===== src/rtl/param_reg_file.sv =====
// Parameterised 3-read / 1-write register file with a sequential clear engine.
// Register 0 can be hardwired to zero (R0_ZERO). While the clear sequencer runs,
// external writes are rejected and flagged with a one-cycle wr_err pulse.
// Optional macro REGFILE_WR_BYPASS_EN forwards same-cycle write data to any
// read port addressing the register being written.
module param_reg_file #(
  parameter int unsigned DATA_W  = 16,
  parameter int unsigned ADDR_W  = 4,
  parameter int unsigned R0_ZERO = 1
) (
  input  logic              clk,
  input  logic              rst,
  input  logic              wr,
  input  logic [ADDR_W-1:0] wrAddr,
  input  logic [DATA_W-1:0] wrData,
  input  logic              clr_req,
  input  logic [ADDR_W-1:0] rdAddrR1,
  input  logic [ADDR_W-1:0] rdAddrR2,
  input  logic [ADDR_W-1:0] rdAddrR3,
  output logic [DATA_W-1:0] rdDataR1,
  output logic [DATA_W-1:0] rdDataR2,
  output logic [DATA_W-1:0] rdDataR3,
  output logic              busy,
  output logic              wr_err
);

  localparam int unsigned NumRegs = 1 << ADDR_W;

  typedef enum logic [0:0] {StIdle, StClear} state_e;

  state_e              state_q;
  logic [ADDR_W-1:0]   cnt_q;
  logic                busy_q;
  logic                wr_err_q;
  logic [DATA_W-1:0]   regs_q [NumRegs];
  logic                wr_en;

  // Writes to a hardwired-zero register 0 are silently dropped, not flagged.
  always_comb begin
    wr_en = wr && !busy_q && !((R0_ZERO != 0) && (wrAddr == '0));
  end

  // Clear sequencer: one register per cycle from 0 up, single pass, no restart.
  always_ff @(posedge clk or posedge rst) begin
    if (rst) begin
      state_q  <= StIdle;
      cnt_q    <= '0;
      busy_q   <= 1'b0;
      wr_err_q <= 1'b0;
    end else begin
      wr_err_q <= wr && busy_q;
      unique case (state_q)
        StIdle: begin
          if (clr_req) begin
            state_q <= StClear;
            cnt_q   <= '0;
            busy_q  <= 1'b1;
          end
        end
        StClear: begin
          if (cnt_q == {ADDR_W{1'b1}}) begin
            state_q <= StIdle;
            cnt_q   <= '0;
            busy_q  <= 1'b0;
          end else begin
            cnt_q <= cnt_q + ADDR_W'(1);
          end
        end
        default: begin
          state_q <= StIdle;
          busy_q  <= 1'b0;
        end
      endcase
    end
  end

  // Storage array: clear engine owns the write port while busy.
  always_ff @(posedge clk or posedge rst) begin
    if (rst) begin
      for (int i = 0; i < NumRegs; i++) begin
        regs_q[i] <= '0;
      end
    end else if (busy_q) begin
      regs_q[cnt_q] <= '0;
    end else if (wr_en) begin
      regs_q[wrAddr] <= wrData;
    end
  end

  function automatic logic [DATA_W-1:0] read_port(input logic [ADDR_W-1:0] addr);
    logic [DATA_W-1:0] val;
    val = regs_q[addr];
`ifdef REGFILE_WR_BYPASS_EN
    if (wr_en && (addr == wrAddr)) begin
      val = wrData;
    end
`endif
    if ((R0_ZERO != 0) && (addr == '0)) begin
      val = '0;
    end
    return val;
  endfunction

  // Combinational read ports.
  always_comb begin
    rdDataR1 = read_port(rdAddrR1);
    rdDataR2 = read_port(rdAddrR2);
    rdDataR3 = read_port(rdAddrR3);
  end

  assign busy   = busy_q;
  assign wr_err = wr_err_q;

endmodule


===== config.mk =====
export PLATFORM = sky130hd
export DESIGN_NAME = param_reg_file
export DESIGN_NICKNAME = d
export VERILOG_FILES = /design/src/rtl/param_reg_file.sv
export SDC_FILE = /design/constraint.sdc
export NUM_CORES = 1
export LEC_CHECK = 0
export BUFFER_PORTS_ARGS = -buffer_cell sky130_fd_sc_hd__clkbuf_2
export CAP_MARGIN = 20
export CORE_MARGIN = 4
export CORE_UTILIZATION = 45
export DETAILED_ROUTE_END_ITERATION = 12
export PLACE_DENSITY_LB_ADDON = 0.05
export SYNTH_ARGS = -nofsm -noshare
export SYNTH_HDL_FRONTEND = slang
export SYNTH_SLANG_ARGS = --single-unit

===== constraint.sdc =====
create_clock -name clk -period 10 [get_ports clk]
set_input_delay 2 -clock clk [delete_from_list [all_inputs] [get_ports clk]]
set_output_delay 2 -clock clk [all_outputs]
set_load 0.01 [all_outputs]

Word level (Yosys, flattened, before mapping) --
Cells that the tools add are included.
Word-level totals: output and inout port bits 50, input bits 36, latch bits 0, memories 0, word-level logic and storage cells 80, bits in writable memories 0, bits in read-only memories 0, flip-flop bits (word level) 263
Cells by class: magnitude comparators 7, add/subtract/negate cells 1, divide/modulo/power cells 0, reductions and logical operators 13, $mul 0, muxes and demuxes 28, bitwise operators 8, eq/ne operators 3, shift operators 0
Operators with widths (number):
- $mux W256 | 2
- $and A256 B256 Y256 | 1
- $bwmux W256 | 1
- $not A256 Y256 | 1
- $bmux W16 S4 | 3
- $mux W16 | 11
- $demux W16 S4 | 2
- $ge A5 B5 Y1 const B | 5
- $not A4 Y5 | 5
- $logic_not A4 Y1 | 4
- $lt A5 B1 Y1 const B | 2
- $mux W4 | 2
- $pmux W4 S2 | 1
- $logic_and A1 B1 Y1 | 5
- $add A4 B1 Y4 const B | 1
- $eq A4 B4 Y1 const B | 1
- $mux W1 | 4
- $pmux W1 S2 | 2
- $logic_not A1 Y1 | 2
- $ne A2 B1 Y1 const B | 1
- $ne A2 B2 Y1 const B | 1
- $reduce_and A2 Y1 | 1
- $reduce_bool A2 Y1 | 1
- $not A1 Y1 | 1

Longest topological paths before layout --
word-level depth 8, gate-level depth with buffers 6, depth with buffers taken out 5

Least setup slack after synthesis --
OpenSTA, ideal clock, no wires.
path type input -> output, start point input port rdAddrR3[1], end point output port rdDataR3[10], path buffers 3, required time 8000 ps, arrival time 3274 ps, stages on the path 6, path slack 4726 ps, cell sequence buf_4 buf_4 nor2b_1 buf_4 a221oi_1 a211oi_1
Between the ends: word-level cells in the longest chain between the ends 5, elaborated cells on any way between the ends 6, classes of those cells mux (4); bitwise (1); reduce/logical (1)
Ends and longest elaborated chain:
- start: declaration | line 19 | input logic [ADDR_W-1:0] rdAddrR3,
- $not A4 Y5 (implied by the code) | line 92 | val = regs_q[addr];
- $bmux W16 S4 | line 92
- $mux W16 (implied by the code) (2 in series) | line 92
- $mux W16 (*) | line 98 | if ((R0_ZERO != 0) && (addr == '0)) begin
- end: declaration | line 22 | output logic [DATA_W-1:0] rdDataR3,
Mark *: on every way between the ends. The rest lies on a longest branch, timed or not. The select of a mux whose other input is x is not followed.

Final worst setup path --
start point input port rdAddrR1[2], end point output port rdDataR1[3]
Between the ends: word-level cells in the longest chain between the ends 5, elaborated cells on any way between the ends 6, classes of those cells mux (4); bitwise (1); reduce/logical (1)
Ends and longest elaborated chain:
- start: declaration | line 17 | input logic [ADDR_W-1:0] rdAddrR1,
- $not A4 Y5 (implied by the code) | line 92
- $bmux W16 S4 | line 92
- $mux W16 (implied by the code) (2 in series) | line 92
- $mux W16 (*) | line 98
- end: declaration | line 20 | output logic [DATA_W-1:0] rdDataR1,
Marked as above.

==> summary.md <==
| Metric | Value |
|---|---|
| Total GRT Usage | `33.01%` |
| Pre-CTS WS | `3575 ps` |
| Root Driver | `clkbuf_16` |
| Vias per inst | `7.549` |
| Antenna diode count | `0` |
| Most frequent cells in the layout | `dfrtp_1 (247), a22o_1 (240), mux4_2 (116)` |
| Area of placed instances | `15660 um2` |
| I/O Pins | `86` |
| Layout cell share with drive strength beyond 1 | `36.32%` |
| Post-Synth Adder-Cell Area | `0.5037%` |
| CP Data Required Time | `8000 ps` |
| Crit path max fanout | `23` |
| TritonCTS Buffers | `30` |
| LEAKAGE | `7.346 nW` |
| Placer Congestion | `0.8712` |
| RSZ-0062 raised after global routing | `no` |
| Critical Path AT | `4440 ps` |
| Startpoint class of the critical path | `primary input` |
| Clock share of power | `25.8%` |
| Initial antenna violation count | `0` |
| Setup TNS | `0 ps` |
| #FFs+latches synth | `247` |
| Mux cell area share after synthesis | `26.85%` |
| Max Freq | `0.1554 GHz` |
| Top cells by area, synth | `dfrtp_1 (41%), mux4_2 (18%), a22o_1 (14%)` |
| Min-delay worst type | `flop to flop` |
| CTS tree | `yes` |
| Flop pwr share | `40.9%` |
| Endpoints failing setup | `0` |
| Tcrit/Tclk final | `64.36%` |
| Hold bufs inserted after CTS | `0` |
| Commonest non-fill, non-tap cell in the layout | `dfrtp_1` |
| Worst setup margin | `3564 ps` |
| Compound-Gate Fraction of Synth Area | `22.72%` |
| Postcts setup bufs | `0` |
| Sequential fraction of the synthesis area | `41.47%` |
| Top cell by count, worst path | `clkbuf_2` |
| Power Density | `270.8 nW/um2` |
| Share of power burned in combinational logic | `33.3%` |
| Routed wire length | `60070 um` |
| Clk sink count | `247` |
| IO Port Bufs | `85` |
| Site row count | `66` |
| Remaining DRCs | `0` |
| Vias in the first global route | `12420` |
| Simple-Gate Fraction of Synth Area | `4.080%` |
| Max Root-Sink Buffers | `3` |
| Register Area | `6181 um2` |
| Top cell type's share of synthesized area | `41.47%` |
| GRT overflow | `0` |
| Skew-Pair Late Insertion Delay | `580 ps` |
| Crit Path Class | `primary input to output port` |
| Core box area | `32620 um2` |
| Setup crit end kind | `output port` |
| HPWL after detailed placement | `33860 um` |
| Max Cap Viol | `0` |
| Internal power | `2.947 mW` |
| Sw Share | `34.86%` |
| Mapped Cells | `1139` |
| Die area | `36100 um2` |
| Footprint of the multi-input gates | `8187 um2` |
| 1st-iter DRT viols | `1767` |
| Slew Limit Fails | `0` |
| Avg Cell Area, Syn | `13.09 um2` |
| Initial core utilization | `45.70%` |
| Switching pwr | `1.577 mW` |
| Global-route wire length before repair | `88400 um` |
| Post-synth EDFFs | `0` |
| Crit-path cells | `clkbuf_2 -> nand2b_1 -> o22ai_1 -> a211oi_1 -> clkbuf_2` |
| Largest area contributor in the netlist | `dfrtp_1` |
| Fill cell count | `2882` |
| Final Instance Area | `16710 um2` |
| Least-Margin Pin Slew | `1266 ps` |
| Net Count, Synth | `1181` |
| Post-CTS Resized | `0` |
| Die Y | `190 um` |
| Main combinational cell family by area after synthesis | `multiplexers` |
| Status | `finished, final reports clean` |
| Ys flop type | `dfrtp_1` |
| Fin nets | `1203` |
| Post-synth ARST share | `100.0%` |
| Xor and xnor area share after synthesis | `0%` |
| Overall power | `4.524 mW` |
| Setup Skew | `15.34 ps` |
| Via Count | `12270` |
| Warnings, synthesis | `0` |
| H-tree depth | `1` |
| CP max stage delay | `960 ps` |
| Slowest cell on crit path | `nand2b_1` |
| Netlist cell types | `42` |
| Layout overhead on the synthesized area | `12.08%` |
| Min Tclk post-route | `6436 ps` |
| Post-synthesis cell area | `14910 um2` |
| DRT antenna net count | `0` |
| Hold Vio Cnt, Final | `0` |
| Worst-path clk slew | `60 ps` |
| Largest net degree at the start of global routing | `132` |
| Die width | `190 um` |
| Worst vdd ir | `153.8 uV` |
| 1st-pass router iterations | `5` |
| Drt wl/cell | `36.95 um` |
| Slew headroom | `15.60%` |
==> area by class of cell <==
class | count | area share, %
Timing Repair Buffer | 119 | 4.164
Clock inverter | 14 | 0.8688
Inverter | 9 | 0.2472
Multi-Input combinational cell | 754 | 49.00
Clock buffer | 41 | 5.407
Tap cell | 442 | 3.310
Sequential cell | 247 | 37.00
==> power groups by stage <==
| stage | Sequential [mW] | Combinational, mW | Clock (mW) |
|---|---|---|---|
| final | 1.85 | 1.50 | 1.17 |
| after global placement | 1.83 | 1.47 | 0 |
| after global routing | 1.90 | 1.61 | 1.22 |
| after floorplan | 1.67 | 1.16 | 0 |
| after CTS | 1.82 | 1.49 | 1.18 |
| after detailed placement | 1.83 | 1.49 | 0 |
==> worst max-delay path: cells and delay by family <==
family | cells | cell delay (ps)
AND/OR/NAND/NOR | 1 | 960
AO/OA/AOI/OAI | 2 | 620
buffers and inverters | 2 | 850
==> path summary, 6_finish.rpt <==
kind / from / end / slack [ps] / cells after the start
max in group asynchronous: rst / regs_q[162] / 6890 / 3
min in group asynchronous: rst / regs_q[234] / 1640 / 2
worst max register to register: busy / regs_q[110] / 7330 / 4
worst max-delay path: rdAddrR1[2] / rdDataR1[3] / 3560 / 5
worst min register to register: regs_q[165] / regs_q[165] / 540 / 1
worst min-delay path: regs_q[165] / regs_q[165] / 540 / 1
==> synth_stat cells, types with 8 or more instances <==
cell type  instances
buf_4             14
a211oi_1          43
mux2_2           103
nand2_1           11
inv_1              9
o22ai_1           56
mux2i_1           23
nand2b_1           9
buf_2             65
mux4_2           116
nor2_1            26
a22o_1           240
a221oi_1          45
dfrtp_1          247
clkbuf_1          50
nor2b_1            8
==> registers in the layout, indices dropped and copies added (netlist names) <==
| register | flops |
|---|---|
| wr_err | 1 |
| cnt_q | 4 |
| regs_q | 240 |
| busy | 1 |
| state_q | 1 |
==> layer usage <==
layer / vias up / global-route usage [%] / wire length (um)
li1: 4780 / - / -
met1: 6354 / 46.68 / 24310
met2: 939 / 47.65 / 26160
met3: 201 / 9.394 / 6608
met4: 0 / 14.41 / 2991
met5: - / 0 / 0
==> cells by family after synthesis <==
kind of cell,after synthesis
AO/OA/AOI/OAI,413
flip-flops,247
multiplexers,242
buffers and inverters,138
AND/OR/NAND/NOR,93
adder cells (fa/ha/maj),6
==> through the flow <==
stage | utilization [%] | cells | hold slack [ps]
5_1_grt | 51.22 | 1626 | 560.6
3_3_place_gp | 48.00 | 1571 | 517.4
4_1_cts | 51.22 | 1626 | 539.4
2_1_floorplan | - | 1139 | 493.1
3_5_place_dp | 48.00 | 1571 | 521.2
6_report | 51.22 | 1626 | 543.3
No activity file was read; power rests on OpenSTA's default activity.
